[src/rtl/uart_rx_device_pkg.sv]
// Shared definitions for the UART receiver device: receiver FSM states,
// register offsets, status bit positions and write-command bit positions.
package uart_rx_device_pkg;

    // Receiver line FSM states
    typedef enum logic [1:0] {
        ST_IDLE  = 2'd0,
        ST_START = 2'd1,
        ST_DATA  = 2'd2,
        ST_STOP  = 2'd3
    } rx_state_t;

    // Register offsets within the 4-word device window
    localparam logic [1:0] OFF_STATUS = 2'd0;
    localparam logic [1:0] OFF_DATA   = 2'd1;

    // Status register bit positions
    localparam int STAT_AVAIL   = 0;
    localparam int STAT_FULL    = 1;
    localparam int STAT_OVF     = 2;
    localparam int STAT_FERR    = 3;
    localparam int STAT_CNT_LSB = 4;

    // Command bits written to the status offset
    localparam int CMD_POP      = 0;
    localparam int CMD_CLR_OVF  = 2;
    localparam int CMD_CLR_FERR = 3;

    // Receive FIFO geometry
    localparam int FIFO_DEPTH = 4;
    localparam int FIFO_AW    = 2;
    localparam int FIFO_WIDTH = 8;

endpackage : uart_rx_device_pkg

[src/rtl/uart_rx_device_byte_fifo.sv]
// Small register-based byte FIFO. A push into a full FIFO is accepted only
// when a pop happens in the same cycle; a pop of an empty FIFO is ignored,
// even if a push arrives in the same cycle.
module byte_fifo
    import uart_rx_device_pkg::*;
#(
    parameter int DEPTH = FIFO_DEPTH,
    parameter int WIDTH = FIFO_WIDTH
) (
    input  logic                       clk,
    input  logic                       srst,
    input  logic                       i_push,
    input  logic [WIDTH-1:0]           i_wdata,
    input  logic                       i_pop,
    output logic                       o_full,
    output logic                       o_empty,
    output logic [$clog2(DEPTH):0]     o_count,
    output logic [WIDTH-1:0]           o_head,
    output logic                       o_drop
);

    localparam int AW = $clog2(DEPTH);
    localparam logic [AW:0] FULL_COUNT = DEPTH[AW:0];

    logic [WIDTH-1:0] r_mem [DEPTH];
    logic [AW-1:0]    r_wr_ptr;
    logic [AW-1:0]    r_rd_ptr;
    logic [AW:0]      r_count;

    logic w_full;
    logic w_empty;
    logic w_do_pop;
    logic w_do_push;

    assign w_full    = (r_count == FULL_COUNT);
    assign w_empty   = (r_count == '0);
    assign w_do_pop  = i_pop && !w_empty;
    assign w_do_push = i_push && (!w_full || w_do_pop);

    assign o_full  = w_full;
    assign o_empty = w_empty;
    assign o_count = r_count;
    assign o_head  = r_mem[r_rd_ptr];
    assign o_drop  = i_push && !w_do_push;

    // Storage: each entry captures the incoming byte when the write pointer lands on it
    generate
        for (genvar gi = 0; gi < DEPTH; gi++) begin : g_entry
            always_ff @(posedge clk) begin
                if (srst) begin
                    r_mem[gi] <= '0;
                end else if (w_do_push && (r_wr_ptr == AW'(gi))) begin
                    r_mem[gi] <= i_wdata;
                end
            end
        end
    endgenerate

    // Pointers wrap naturally modulo the depth; count tracks occupancy 0..DEPTH
    always_ff @(posedge clk) begin
        if (srst) begin
            r_wr_ptr <= '0;
            r_rd_ptr <= '0;
            r_count  <= '0;
        end else begin
            if (w_do_push) begin
                r_wr_ptr <= r_wr_ptr + AW'(1);
            end
            if (w_do_pop) begin
                r_rd_ptr <= r_rd_ptr + AW'(1);
            end
            case ({w_do_push, w_do_pop})
                2'b10:   r_count <= r_count + (AW+1)'(1);
                2'b01:   r_count <= r_count - (AW+1)'(1);
                default: r_count <= r_count;
            endcase
        end
    end

endmodule : byte_fifo

[src/rtl/uart_rx_device.sv]
// UART 8N1 receiver with a 4-entry receive FIFO and a small memory-mapped
// register window (status at offset 0, data at offset 1).
module uart_rx_device
    import uart_rx_device_pkg::*;
#(
    parameter int          CLKS_PER_BIT = 434,
    parameter logic [15:0] BASE_ADDR    = 16'h0010
) (
    input  logic        clock,
    input  logic        reset,
    input  logic        rx,
    input  logic        write_enable,
    input  logic [15:0] address,
    input  logic [15:0] data_in,
    output logic [15:0] data_out,
    output logic        rx_avail
);

    localparam logic [15:0] HALF_LOAD = 16'(CLKS_PER_BIT / 2 - 1);
    localparam logic [15:0] BIT_LOAD  = 16'(CLKS_PER_BIT - 1);

    // Line synchronizer and edge history
    logic r_rx_meta;
    logic r_rx_sync;
    logic r_rx_prev;

    // Receiver state
    rx_state_t   r_state;
    rx_state_t   w_state_next;
    logic [15:0] r_cnt;
    logic [15:0] w_cnt_next;
    logic [2:0]  r_bit_idx;
    logic [2:0]  w_bit_idx_next;
    logic [7:0]  r_shift;
    logic [7:0]  w_shift_next;
    logic        w_push;
    logic        w_frame_bad;

    // Sticky flags and bus read register
    logic        r_overflow;
    logic        r_frame_err;
    logic [15:0] r_data_out;
    logic [15:0] w_rd_data;
    logic [15:0] w_status;

    // FIFO interface
    logic               w_fifo_full;
    logic               w_fifo_empty;
    logic [FIFO_AW:0]   w_fifo_count;
    logic [7:0]         w_fifo_head;
    logic               w_fifo_drop;

    // Bus decode
    logic       w_sel;
    logic [1:0] w_offset;
    logic       w_wr_cmd;
    logic       w_pop;
    logic       w_unused_bits;

    assign w_sel    = (address[15:2] == BASE_ADDR[15:2]);
    assign w_offset = address[1:0];
    assign w_wr_cmd = write_enable && w_sel && (w_offset == OFF_STATUS);
    assign w_pop    = w_wr_cmd && data_in[CMD_POP];
    assign w_unused_bits = ^{data_in[15:4], data_in[1]};

    // Two-flop synchronizer plus one history flop for falling-edge detection
    always_ff @(posedge clock) begin
        if (reset) begin
            r_rx_meta <= 1'b1;
            r_rx_sync <= 1'b1;
            r_rx_prev <= 1'b1;
        end else begin
            r_rx_meta <= rx;
            r_rx_sync <= r_rx_meta;
            r_rx_prev <= r_rx_sync;
        end
    end

    // Receiver FSM state register and datapath registers
    always_ff @(posedge clock) begin
        if (reset) begin
            r_state   <= ST_IDLE;
            r_cnt     <= '0;
            r_bit_idx <= '0;
            r_shift   <= '0;
        end else begin
            r_state   <= w_state_next;
            r_cnt     <= w_cnt_next;
            r_bit_idx <= w_bit_idx_next;
            r_shift   <= w_shift_next;
        end
    end

    // Receiver FSM next-state: half-bit wait to mid-start, then full-bit steps to mid-bit samples
    always_comb begin
        w_state_next   = r_state;
        w_cnt_next     = r_cnt;
        w_bit_idx_next = r_bit_idx;
        w_shift_next   = r_shift;
        w_push         = 1'b0;
        w_frame_bad    = 1'b0;
        case (r_state)
            ST_IDLE: begin
                if (r_rx_prev && !r_rx_sync) begin
                    w_state_next = ST_START;
                    w_cnt_next   = HALF_LOAD;
                end
            end
            ST_START: begin
                if (r_cnt == '0) begin
                    if (!r_rx_sync) begin
                        w_state_next   = ST_DATA;
                        w_cnt_next     = BIT_LOAD;
                        w_bit_idx_next = '0;
                    end else begin
                        w_state_next = ST_IDLE;
                    end
                end else begin
                    w_cnt_next = r_cnt - 16'd1;
                end
            end
            ST_DATA: begin
                if (r_cnt == '0) begin
                    w_shift_next = {r_rx_sync, r_shift[7:1]};
                    w_cnt_next   = BIT_LOAD;
                    if (r_bit_idx == 3'd7) begin
                        w_state_next = ST_STOP;
                    end else begin
                        w_bit_idx_next = r_bit_idx + 3'd1;
                    end
                end else begin
                    w_cnt_next = r_cnt - 16'd1;
                end
            end
            ST_STOP: begin
                if (r_cnt == '0) begin
                    w_push       = r_rx_sync;
                    w_frame_bad  = !r_rx_sync;
                    w_state_next = ST_IDLE;
                end else begin
                    w_cnt_next = r_cnt - 16'd1;
                end
            end
            default: begin
                w_state_next = ST_IDLE;
            end
        endcase
    end

    byte_fifo #(
        .DEPTH (FIFO_DEPTH),
        .WIDTH (FIFO_WIDTH)
    ) u_fifo (
        .clk     (clock),
        .srst    (reset),
        .i_push  (w_push),
        .i_wdata (r_shift),
        .i_pop   (w_pop),
        .o_full  (w_fifo_full),
        .o_empty (w_fifo_empty),
        .o_count (w_fifo_count),
        .o_head  (w_fifo_head),
        .o_drop  (w_fifo_drop)
    );

    // Sticky error flags: a set in the same cycle as a clear takes priority
    always_ff @(posedge clock) begin
        if (reset) begin
            r_overflow  <= 1'b0;
            r_frame_err <= 1'b0;
        end else begin
            if (w_fifo_drop) begin
                r_overflow <= 1'b1;
            end else if (w_wr_cmd && data_in[CMD_CLR_OVF]) begin
                r_overflow <= 1'b0;
            end
            if (w_frame_bad) begin
                r_frame_err <= 1'b1;
            end else if (w_wr_cmd && data_in[CMD_CLR_FERR]) begin
                r_frame_err <= 1'b0;
            end
        end
    end

    // Read mux: status word, head byte, or zero for anything else
    always_comb begin
        w_status = '0;
        w_status[STAT_AVAIL]          = !w_fifo_empty;
        w_status[STAT_FULL]           = w_fifo_full;
        w_status[STAT_OVF]            = r_overflow;
        w_status[STAT_FERR]           = r_frame_err;
        w_status[STAT_CNT_LSB +: 3]   = w_fifo_count;
        w_rd_data = '0;
        if (w_sel) begin
            case (w_offset)
                OFF_STATUS: w_rd_data = w_status;
                OFF_DATA:   w_rd_data = w_fifo_empty ? 16'h0000 : {8'h00, w_fifo_head};
                default:    w_rd_data = '0;
            endcase
        end
    end

    // Registered read data gives a one-cycle, memory-like read latency
    always_ff @(posedge clock) begin
        if (reset) begin
            r_data_out <= '0;
        end else begin
            r_data_out <= w_rd_data;
        end
    end

    assign data_out = r_data_out;
    assign rx_avail = !w_fifo_empty;

endmodule : uart_rx_device

[config.mk]
export PLATFORM = sky130hd
export DESIGN_NAME = uart_rx_device
export DESIGN_NICKNAME = d
export VERILOG_FILES = /design/src/rtl/uart_rx_device_pkg.sv /design/src/rtl/uart_rx_device_byte_fifo.sv /design/src/rtl/uart_rx_device.sv
export SDC_FILE = /design/constraint.sdc
export NUM_CORES = 1
export LEC_CHECK = 0
export ABC_AREA = 1
export CORE_MARGIN = 5
export CORE_UTILIZATION = 40
export DETAILED_ROUTE_END_ITERATION = 12
export DONT_BUFFER_PORTS = 1
export PLACE_DENSITY = 0.58
export SLEW_MARGIN = 20
export SYNTH_ARGS = -nofsm -noshare
export SYNTH_HDL_FRONTEND = slang
export SYNTH_SLANG_ARGS = --single-unit
[constraint.sdc]
create_clock -name clock -period 6.95 [get_ports clock]
set_clock_uncertainty 0.2 [all_clocks]
set_input_delay 1.39 -clock clock [delete_from_list [all_inputs] [get_ports clock]]
set_output_delay 1.39 -clock clock [all_outputs]
set_load 0.03 [all_outputs]
==> summary.txt <==
Layout
  • Final instance area: 4620 µm²
  • Count of non-filler cells in the finished layout: 676
  • Layout cell share with drive strength beyond 1: 10.1%
  • P&R area growth vs syn: 6.62%
  • Antenna fix cells: 0
  • Nets: 580

Worst setup path
  • Worst reg-to-reg setup slack: 4.48 ns
  • Critical path type: input pin to flip-flop
  • Reg-to-reg startpoint: u_fifo.o_count[1]$_SDFFE_PP0P_
  • Reg2reg end: u_fifo.r_mem[3][1]$_SDFFCE_PN0P_
  • Worst Path Max Fanout: 3
  • Critical path data arrival time: 3.21 ns
  • Worst Setup Start Kind: input pin
  • Worst EP required: 7.01 ns
  • Worst setup EP type: flip-flop
  • Register-to-Register Path Depth: 10

Logic synthesis
  • Synth Area in Simple Gates: 29.4%
  • Post-synth EDFFs: 32
  • Top cell type's share of synthesized area: 23.6%
  • Area contributors post-synth: dfxtp_1 24%, edfxtp_1 22%, nor2_1 9.2%, nand2_1 8.0%, inv_1 5.2%
  • Synth Area in Compound Gates: 10.6%
  • Sequential area share after synthesis: 45.8%
  • Main flop type after synthesis: dfxtp_1
  • Count leader, synth: nor2_1
  • Mux share of post-synthesis cell area: 0.231%
  • Async SR Flop Fraction: 0%
  • Avg Inst Size Synth: 8.11 µm²
  • Flops & latches, synth: 83
  • Syn Inst Count: 534
  • Leading area contributor after synthesis: dfxtp_1
  • Adder-Cell Fraction of Synth Area: 3.93%
  • Yosys cell types: 48
  • Post-Syn Area: 4330 µm²
  • Synth warn: 0
  • Commonest cells in the netlist: 106 x nor2_1, 92 x nand2_1, 60 x inv_1, 51 x dfxtp_1, 32 x edfxtp_1
  • Post-synthesis xor/xnor area fraction: 1.01%
  • Main combinational cell family by area after synthesis: simple AND/OR/NAND/NOR gates

STA
  • # setup viols final: 0
  • Final Max Slew Viols: 0
  • Period utilization: 45.4%
  • Slew @ Worst Pin: 0.949 ns
  • Slew headroom: 36.4%
  • Final critical-path required period: 3.15 ns
  • Hold Fails Final Rpt: 0
  • Achievable frequency: 317 MHz
  • Setup ws final: 3.80 ns
  • TNS Setup: 0 ns
  • RSZ-0062 raised after global routing: no

Floorplan
  • Initial cell density of the core: 40.3%
  • Top Ports: 53
  • Die X-Extent: 114 µm
  • Die Y: 114 µm
  • Core area: 10700 µm²
  • Die ar.: 13000 µm²
  • FP Rows: 38

Power and ir drop
  • Peak VDD IR: 0.127 mV
  • LEAKAGE: 1.81 nW
  • Pwr Density: 323 nW/µm²

Worst hold path
  • Worst hold stages: 1
  • HP Class: flip-flop to flip-flop
  • WHS Endpoint: r_rx_sync$_SDFF_PP1_
  • Worst Hold Launch: r_rx_meta$_SDFF_PP1_

Run status
  • Outcome: finished, final reports clean

GRT
  • Vias in the first global route: 3238
  • Largest net degree at the start of global routing: 28
  • GRT Overall Usage: 14.7%
  • GR Util met2: 23.5%
  • Gr ovfl total: 0
  • Initial antenna violation count: 0
  • Busiest grt layer: met2
  • GR met3 Demand/Resource: 3.34%
  • First-pass GRT wire length: 15300 µm
  • GR Util met1: 19.9%

Route
  • DRC violations left: 0
  • WL/cell: 13.4 µm
  • Via Count: 3335
  • Via density: 4.93
  • Iter 0 DRT Violations: 218
  • Routed wire length: 9080 µm
  • TritonRoute pass-1 iters: 5
  • Antenna viol nets, final: 0

Place
  • Placed cell areas: 4400 µm²
  • I/O Buffers: 0
  • DP HPWL: 6580 µm
  • Placed instance count: 660
  • Pre-CTS worst setup slack: 3.43 ns
  • RePlAce Congestion: 0.820

Clock network
  • Clock latency on the worst-skew pair: 0.37 ns
  • Num CTS Buffers: 9
  • Root Driver: clkbuf_8
  • Setup Buffers After CTS: 0
  • CTS H-Tree Depth: 3
  • CTS tree: yes
  • CTS sink cnt: 83
  • Clk slew on worst S/H paths: 0.09 ns
  • CTS hold repair buffers: 0
  • CTS Buffer Depth: 2
  • Post-CTS sizing: 0

Flow run
  • Max-cap check violation count: 0
-- kinds of logic (layout without fill, tap and decap cells) --
kind of cell | after synthesis | after routing
simple gates | 267 | 267
mux | 1 | 1
flops | 83 | 83
compound gates | 76 | 76
fa+ha+maj | 13 | 13
xor+xnor | 5 | 5
buf+inv | 88 | 83
other cells | 1 | 8
-- layout make-up --
class | count | area [µm²]
clock buffers | 9 | 124
flip-flops and latches | 83 | 1980
well taps | 140 | 175
multi-input cells | 370 | 1990
clock inverters | 7 | 93.8
fillers | 1088 | 6130
inverters | 67 | 255
-- cells in the final DEF (no fill, tap or decap), types with 5 or more instances in the layout --
cell type / n
nand3_1: 26
inv_1: 60
o21ai_0: 24
ha_1: 12
clkbuf_8: 9
nor3_1: 8
nor2_1: 106
a21oi_1: 28
nand2_1: 92
dfxtp_1: 51
o32ai_1: 8
nand2_2: 5
nor2_2: 5
edfxtp_1: 32
conb_1: 8
-- metal layers --
metal / vias to the layer above / wire length, µm
li1: 1717 / -
met1: 1542 / 4450
met2: 67 / 4110
met3: 9 / 384
met4: 0 / 128
met5: - / 0
-- critical path: stages --
cell     delay (ns)
nor2_1         0.13
nand2_1        0.09
nor2_2         0.23
nand3_1        0.14
nor2_1         0.31
nand2_4        0.11
fa_1           0.41
inv_1          0.07
nand4_1        0.12
a21oi_1        0.17
nor2_1         0.06
-- where the power goes --
part | switching (mW) | internal (mW)
Combinational | 0.361 | 0.171
Clock | 0.203 | 0.177
Sequential | 0.0342 | 0.546
-- flip-flops by register name, summed over array words and instances (netlist names), 2 cells and up, named ones only --
register,cells
data_out,8
r_bit_idx,3
u_fifo.o_count,3
u_fifo.r_wr_ptr,2
r_cnt,16
r_shift,8
u_fifo.r_rd_ptr,2
u_fifo.r_mem,32
-- metrics by stage --
stage	hold slack, ns	util (%)	total power [mW]
2_1_floorplan	0.189	-	1.03
3_3_place_gp	0.193	40.9	1.11
3_5_place_dp	0.197	40.9	1.12
4_1_cts	0.220	43.0	1.50
5_1_grt	0.237	43.0	1.61
6_report	0.219	43.0	1.49
-- how the worst max path moves through the flow --
stage | from | to | slack, ns | cells past startpoint
6_report | address[15] | u_fifo.o_count[2]$_SDFFE_PP0P_ | 3.80 | 11
5_1_grt | address[15] | u_fifo.o_count[2]$_SDFFE_PP0P_ | 3.61 | 11
4_1_cts | address[15] | u_fifo.o_count[2]$_SDFFE_PP0P_ | 3.83 | 11
3_5_place_dp | address[9] | u_fifo.o_count[2]$_SDFFE_PP0P_ | 3.43 | 11
3_3_place_gp | address[15] | u_fifo.o_count[2]$_SDFFE_PP0P_ | 3.51 | 11
2_1_floorplan | address[15] | u_fifo.o_count[2]$_SDFFE_PP0P_ | 3.73 | 11
Note: power is estimated with default switching activity, not from simulation.
